[config.mk]
export PLATFORM = sky130hd
export DESIGN_NAME = decoder_scan_seq_flat
export DESIGN_NICKNAME = d
export VERILOG_FILES = /design/src/rtl/decoder_scan_seq_if.sv /design/src/rtl/decoder_scan_seq.sv /design/src/flat_wrapper.sv
export SDC_FILE = /design/constraint.sdc
export NUM_CORES = 1
export LEC_CHECK = 0
export CORE_MARGIN = 8
export CORE_UTILIZATION = 52
export CTS_BUF_LIST = sky130_fd_sc_hd__clkbuf_4 sky130_fd_sc_hd__clkbuf_8
export CTS_CLUSTER_DIAMETER = 200
export DETAILED_ROUTE_END_ITERATION = 8
export PLACE_DENSITY = 0.85
export SLEW_MARGIN = 25
export SYNTH_ARGS = -nofsm -noshare
export SYNTH_HDL_FRONTEND = slang
export SYNTH_SLANG_ARGS = --single-unit
[constraint.sdc]
create_clock -name clk -period 2.7 [get_ports clk]
set_clock_uncertainty 0.1 [all_clocks]
set_input_delay 0.405 -clock clk [delete_from_list [all_inputs] [get_ports clk]]
set_output_delay 0.405 -clock clk [all_outputs]
set_load 0.02 [all_outputs]
[src/rtl/decoder_scan_seq_if.sv]
// decoder_scan_seq_if
//   Handshake / decode bus for decoder_scan_seq.
//   master : drives enable, mode, sel, sel_valid, dwell (and thermo when
//            DECODER_THERMO_EN is defined); observes the decoder outputs.
//   slave  : the decoder itself.
//   Signals:
//     enable     0 forces the decoder idle, all lines low
//     mode       0 = DIRECT (handshaked select), 1 = SCAN (self-stepping)
//     sel        DIRECT select index
//     sel_valid  sel presented
//     sel_ready  decoder can accept sel this cycle
//     dwell      SCAN hold per line, in cycles minus one
//     out        decoded lines (registered)
//     out_idx    index currently driven
//     out_valid  out holds a legal decode
//     scan_wrap  1-cycle pulse when SCAN wraps to line 0
//     sel_err    1-cycle pulse after an out-of-range sel was accepted
//     thermo     (DECODER_THERMO_EN only) thermometer instead of one-hot
interface decoder_scan_seq_if #(
    parameter int SEL_W   = 3,
    parameter int NUM_OUT = 2**SEL_W,
    parameter int DWELL_W = 8
);
    logic                enable;
    logic                mode;
    logic [SEL_W-1:0]    sel;
    logic                sel_valid;
    logic                sel_ready;
    logic [DWELL_W-1:0]  dwell;
    logic [NUM_OUT-1:0]  out;
    logic [SEL_W-1:0]    out_idx;
    logic                out_valid;
    logic                scan_wrap;
    logic                sel_err;
`ifdef DECODER_THERMO_EN
    logic                thermo;

    modport master (
        output enable, mode, sel, sel_valid, dwell, thermo,
        input  sel_ready, out, out_idx, out_valid, scan_wrap, sel_err
    );
    modport slave (
        input  enable, mode, sel, sel_valid, dwell, thermo,
        output sel_ready, out, out_idx, out_valid, scan_wrap, sel_err
    );
`else
    modport master (
        output enable, mode, sel, sel_valid, dwell,
        input  sel_ready, out, out_idx, out_valid, scan_wrap, sel_err
    );
    modport slave (
        input  enable, mode, sel, sel_valid, dwell,
        output sel_ready, out, out_idx, out_valid, scan_wrap, sel_err
    );
`endif
endinterface

[src/rtl/decoder_scan_seq.sv]
// decoder_scan_seq
//   Registered SEL_W-to-NUM_OUT line decoder with enable and two modes:
//   DIRECT decodes a select taken over a valid/ready handshake, SCAN steps a
//   single active line through 0..NUM_OUT-1 holding each for dwell+1 cycles.
//   Ports:
//     clk  clock, all state on rising edge
//     rst  asynchronous active-high reset
//     io   decoder_scan_seq_if.slave (see interface file for signal list)
//   Build option:
//     DECODER_THERMO_EN  adds io.thermo; when 1 at decode time, out lights
//                        lines [out_idx:0] instead of a single line.
//   Params: SEL_W (index width), NUM_OUT (2..2**SEL_W lines), DWELL_W.

// One output line: compares the decode index against this line's position.
module decoder_scan_lane #(
    parameter int SEL_W = 3,
    parameter int LANE  = 0
) (
    input  logic [SEL_W-1:0] idx,
    input  logic             thermo,
    output logic             hit
);
    localparam logic [SEL_W-1:0] L = SEL_W'(LANE);

    // Thermometer lights every line at or below the index.
    assign hit = (idx == L) | (thermo & (idx > L));
endmodule

module decoder_scan_seq #(
    parameter int SEL_W   = 3,
    parameter int NUM_OUT = 2**SEL_W,
    parameter int DWELL_W = 8
) (
    input  logic              clk,
    input  logic              rst,
    decoder_scan_seq_if.slave io
);
    typedef enum logic [1:0] {IDLE, DIRECT, SCAN} state_t;

    localparam logic [SEL_W-1:0] LAST = SEL_W'(NUM_OUT - 1);

    state_t               state, state_n;
    logic [NUM_OUT-1:0]   out_q, out_n;
    logic [SEL_W-1:0]     idx_q, idx_n;
    logic                 valid_q, valid_n;
    logic                 wrap_q, wrap_n;
    logic                 err_q, err_n;
    logic [DWELL_W-1:0]   cnt_q, cnt_n;

    logic                 thermo_en;
    logic                 accept;
    logic                 sel_ok;
    logic [SEL_W-1:0]     idx_step;
    logic [SEL_W-1:0]     dec_idx;
    logic [NUM_OUT-1:0]   dec_vec;

`ifdef DECODER_THERMO_EN
    assign thermo_en = io.thermo;
`else
    assign thermo_en = 1'b0;
`endif

    // Ready only once already settled in DIRECT: the entry cycle presents
    // out=0 and takes no select.
    assign io.sel_ready = io.enable & ~io.mode & (state == DIRECT);
    assign accept       = io.sel_valid & io.sel_ready;
    assign sel_ok       = {1'b0, io.sel} < (SEL_W+1)'(NUM_OUT);
    assign idx_step     = (idx_q == LAST) ? '0 : idx_q + 1'b1;

    // Mode/enable alone pick the next state.
    always_comb begin
        state_n = IDLE;
        if (io.enable) state_n = io.mode ? SCAN : DIRECT;
    end

    // Single shared decoder: fed by the SCAN step target or the DIRECT sel.
    always_comb begin
        dec_idx = io.sel;
        if (state_n == SCAN) dec_idx = (state == SCAN) ? idx_step : '0;
    end

    for (genvar i = 0; i < NUM_OUT; i++) begin : g_lane
        decoder_scan_lane #(.SEL_W(SEL_W), .LANE(i)) u_lane (
            .idx    (dec_idx),
            .thermo (thermo_en),
            .hit    (dec_vec[i])
        );
    end

    always_comb begin
        out_n   = out_q;
        idx_n   = idx_q;
        valid_n = valid_q;
        cnt_n   = cnt_q;
        wrap_n  = 1'b0;
        err_n   = 1'b0;
        case (state_n)
            DIRECT: begin
                if (state != DIRECT) begin
                    out_n   = '0;
                    idx_n   = '0;
                    valid_n = 1'b0;
                    cnt_n   = '0;
                end else if (accept) begin
                    idx_n = io.sel;
                    if (sel_ok) begin
                        out_n   = dec_vec;
                        valid_n = 1'b1;
                    end else begin
                        // Out-of-range select: report it, drive nothing.
                        out_n   = '0;
                        valid_n = 1'b0;
                        err_n   = 1'b1;
                    end
                end
            end
            SCAN: begin
                if (state != SCAN) begin
                    // Always restart from line 0; no wrap pulse on entry.
                    out_n   = dec_vec;
                    idx_n   = '0;
                    valid_n = 1'b1;
                    cnt_n   = io.dwell;
                end else if (cnt_q == '0) begin
                    // dwell is only sampled here, so mid-step changes wait.
                    out_n   = dec_vec;
                    idx_n   = idx_step;
                    valid_n = 1'b1;
                    cnt_n   = io.dwell;
                    wrap_n  = (idx_q == LAST);
                end else begin
                    cnt_n = cnt_q - 1'b1;
                end
            end
            default: begin
                out_n   = '0;
                idx_n   = '0;
                valid_n = 1'b0;
                cnt_n   = '0;
            end
        endcase
    end

    always_ff @(posedge clk or posedge rst) begin
        if (rst) state <= IDLE;
        else     state <= state_n;
    end

    always_ff @(posedge clk or posedge rst) begin
        if (rst) begin
            out_q   <= '0;
            idx_q   <= '0;
            valid_q <= 1'b0;
            wrap_q  <= 1'b0;
            err_q   <= 1'b0;
            cnt_q   <= '0;
        end else begin
            out_q   <= out_n;
            idx_q   <= idx_n;
            valid_q <= valid_n;
            wrap_q  <= wrap_n;
            err_q   <= err_n;
            cnt_q   <= cnt_n;
        end
    end

    assign io.out       = out_q;
    assign io.out_idx   = idx_q;
    assign io.out_valid = valid_q;
    assign io.scan_wrap = wrap_q;
    assign io.sel_err   = err_q;
endmodule
[src/flat_wrapper.sv]
// flat-port wrapper written by rule: the top's interface ports become plain ports
module decoder_scan_seq_flat 
#(
    parameter int SEL_W   = 3,
    parameter int NUM_OUT = 2**SEL_W,
    parameter int DWELL_W = 8
)
  (clk, rst, io_enable, io_mode, io_sel, io_sel_valid, io_dwell, io_sel_ready, io_out, io_out_idx, io_out_valid, io_scan_wrap, io_sel_err);
  decoder_scan_seq_if #(.SEL_W(SEL_W), .NUM_OUT(NUM_OUT), .DWELL_W(DWELL_W)) io_i ();
  input  logic clk;
  input  logic rst;
  input wire logic [$bits(io_i.enable)-1:0] io_enable;
  input wire logic [$bits(io_i.mode)-1:0] io_mode;
  input wire logic [$bits(io_i.sel)-1:0] io_sel;
  input wire logic [$bits(io_i.sel_valid)-1:0] io_sel_valid;
  input wire logic [$bits(io_i.dwell)-1:0] io_dwell;
  output wire logic [$bits(io_i.sel_ready)-1:0] io_sel_ready;
  output wire logic [$bits(io_i.out)-1:0] io_out;
  output wire logic [$bits(io_i.out_idx)-1:0] io_out_idx;
  output wire logic [$bits(io_i.out_valid)-1:0] io_out_valid;
  output wire logic [$bits(io_i.scan_wrap)-1:0] io_scan_wrap;
  output wire logic [$bits(io_i.sel_err)-1:0] io_sel_err;
  assign io_i.enable = io_enable;
  assign io_i.mode = io_mode;
  assign io_i.sel = io_sel;
  assign io_i.sel_valid = io_sel_valid;
  assign io_i.dwell = io_dwell;
  assign io_sel_ready = io_i.sel_ready;
  assign io_out = io_i.out;
  assign io_out_idx = io_i.out_idx;
  assign io_out_valid = io_i.out_valid;
  assign io_scan_wrap = io_i.scan_wrap;
  assign io_sel_err = io_i.sel_err;
  decoder_scan_seq #(.SEL_W(SEL_W), .NUM_OUT(NUM_OUT), .DWELL_W(DWELL_W)) u_core (.clk(clk), .rst(rst), .io(io_i));
endmodule
==> metrics.yaml <==
outcome: "finished clean"
cts_tree: "yes"
cts_buffers: 3
path_class: "primary input to output port"
cts_setup_buffers: 0
drt_drc_violations_left: 0
top_layer_used: "met4"
maxSlewHeadroom_pct: 41.4
syn_nets: 150
die_area_um2: 4590
layout.nets: 182
setup_viol_count_final: 0
ys_ff_latch: 23
slew_violations: 0
drive_gt1_share_pct: 14.9
fmax_mhz: 397
crit_path_max_fanout: 7
avgSynthCellArea_um2: 10.7
fin_util_pct: 69.0
fp.dieW_um: 67.7
vias_per_cell: 5.98
cp_data_required_time_ps: 2190
met3_length_um: 227
peakVddDrop_mv: 0.422
fin_crit_ps: 2520
synth_edf_count: 0
synthDistinctLibCells: 44
core-area_um2: 2500
ant_nets: 0
io_buffers: 29
grt_max_degree: 24
overflow: 0
antenna_found_initial: 0
fin_area_um2: 1730
drt-total-wl_um: 3460
finalHoldViolCount: 0
drv_cap: 0
cts_sinks: 23
holdWs_ps: 414
crit_arrival_ps: 2020
rsz0062_at_grt: "false"
fin_tns_setup_ps: 0
critPathCaptureType: "output port"
ctsHoldBuffers: 0
period_share_pct: 93.4
path_clk_slew_ps: 130
ys.flop_type: "dfrtp_1"
power_density_nw_per_um2: 400
track_usage_pct: 15.7
dieHeight_um: 67.7
synth_area_um2: 1390
cts_root_buf: "clkbuf_4"
syn_inst: 130
grt_first_pass_wirelength_um: 5570
clk_latency_ps: 330
start_util_pct: 55.7
tightestPinTransition_ps: 879
ctsHtreeMaxLevel: 1
met1_length_um: 1480
reg2reg_depth: 6
hold-path-cell-count: 1
min_to: "u_core.io.out_valid"
initialDrtViolationCount: 89
placed_area_um2: 1700
reg2reg_from: "u_core.cnt_q[0]"
critPathLaunchType: "primary input"
hold_start: "u_core.io.out_valid"
hpwl_um: 2580
clk_path_buf_depth: 2
rows: 18
postSynth.asyncResetShare_pct: 100
syn_to_final_growth_pct: 24.0
wl_per_cell_um: 18.1
synth.yosys.seq_area_share_pct: 41.4
io_pins: 31
first_pass_iters: 5
dr_wl_met2_um: 1700
post_cts_resized: 0
p_leak_uw: 0.000787
reg2reg_to: "u_core.io.out[7]"
vias: 1142
place.gp.congestion: 0.852
final_common_cell: "clkdlybuf4s50_1"
mostFrequentLayoutCells: "clkdlybuf4s50_1 (29), dfrtp_1 (23), nor2_1 (12)"
n_antenna_cell: 0
yosys_warnings: 0
hp-class: "register to register"
grt_pass1_vias: 1246
timing.reg2reg.setup_slack_ps: 450
cell type report:
type | count | area (µm²)
clock inverters | 1 | 5.00
multi-input cells | 93 | 742
flip-flops and latches | 23 | 576
fillers | 210 | 774
well taps | 30 | 37.5
repair buffers | 31 | 305
inverters | 10 | 37.5
clock buffers | 3 | 22.5
synth_stat cells, types with 2 or more instances:
| library cell | n | area [µm²] |
|---|---|---|
| dfrtp_1 | 23 | 576 |
| nor2_1 | 12 | 45.0 |
| o21ai_0 | 10 | 50.1 |
| inv_1 | 9 | 33.8 |
| mux2_4 | 8 | 120 |
| mux2i_1 | 8 | 80.1 |
| nand2_1 | 5 | 18.8 |
| ha_1 | 4 | 50.1 |
| nor3_1 | 4 | 20.0 |
| o22ai_1 | 4 | 25.0 |
| a32oi_1 | 3 | 26.3 |
| a21oi_1 | 2 | 10.0 |
| a31oi_1 | 2 | 12.5 |
| and3_1 | 2 | 12.5 |
| and4b_1 | 2 | 20.0 |
| mux2_2 | 2 | 22.5 |
| o2bb2ai_1 | 2 | 17.5 |
| o32a_1 | 2 | 20.0 |
per-stage QoR:
step / power, µW / std cells / setup WS (ps)
5_1_grt: 719 / 191 / 118
3_5_place_dp: 527 / 187 / 178
3_3_place_gp: 522 / 187 / 233
2_1_floorplan: 472 / 130 / 643
4_1_cts: 693 / 191 / 178
6_report: 690 / 191 / 179
report_power, final:
group / switching (µW) / internal [µW]
Combinational: 77.7 / 73.4
Clock: 112 / 55.7
Sequential: 14.2 / 357
Total: 204 / 486
metal layers:
metal,up-vias,global-route usage (%)
met5,-,0
met4,0,7.57
met3,5,4.80
met2,37,27.5
met1,556,16.9
li1,544,-
logic make-up (layout without fill, tap and decap cells):
logic type,count (synthesis),count (layout),synth area share (%)
and+or+nand+nor,36,36,15.6
adders and majority gates,4,4,3.60
AOI/OAI and AO/OA,34,34,17.9
DFF,23,23,41.4
buffers and inverters,14,45,5.30
other,1,1,0.270
muxes,18,18,16.0
worst max-delay path, cell delays in order:
cell and delay, ps:
clkdlybuf4s50_1 540, nor2b_2 230, nand3b_4 150, inv_2 100
clkdlybuf4s50_1 600
flip-flops by register name, indices dropped and copies added (netlist names):
name,flops
u_core.io.out,8
u_core.io.scan_wrap,1
u_core.io.out_idx,3
u_core.io.out_valid,1
u_core.state,2
u_core.cnt_q,8
worst max path at each step:
| stage | from | to | slack [ps] |
|---|---|---|---|
| floorplan | u_core.cnt_q[0] | u_core.io.out[0] | 640 |
| global placement | io_enable | io_sel_ready | 230 |
| detailed placement | io_enable | io_sel_ready | 180 |
| CTS | io_enable | io_sel_ready | 180 |
| global route | io_enable | io_sel_ready | 120 |
| finish | io_enable | io_sel_ready | 180 |
(Power assumes the default switching activity.)
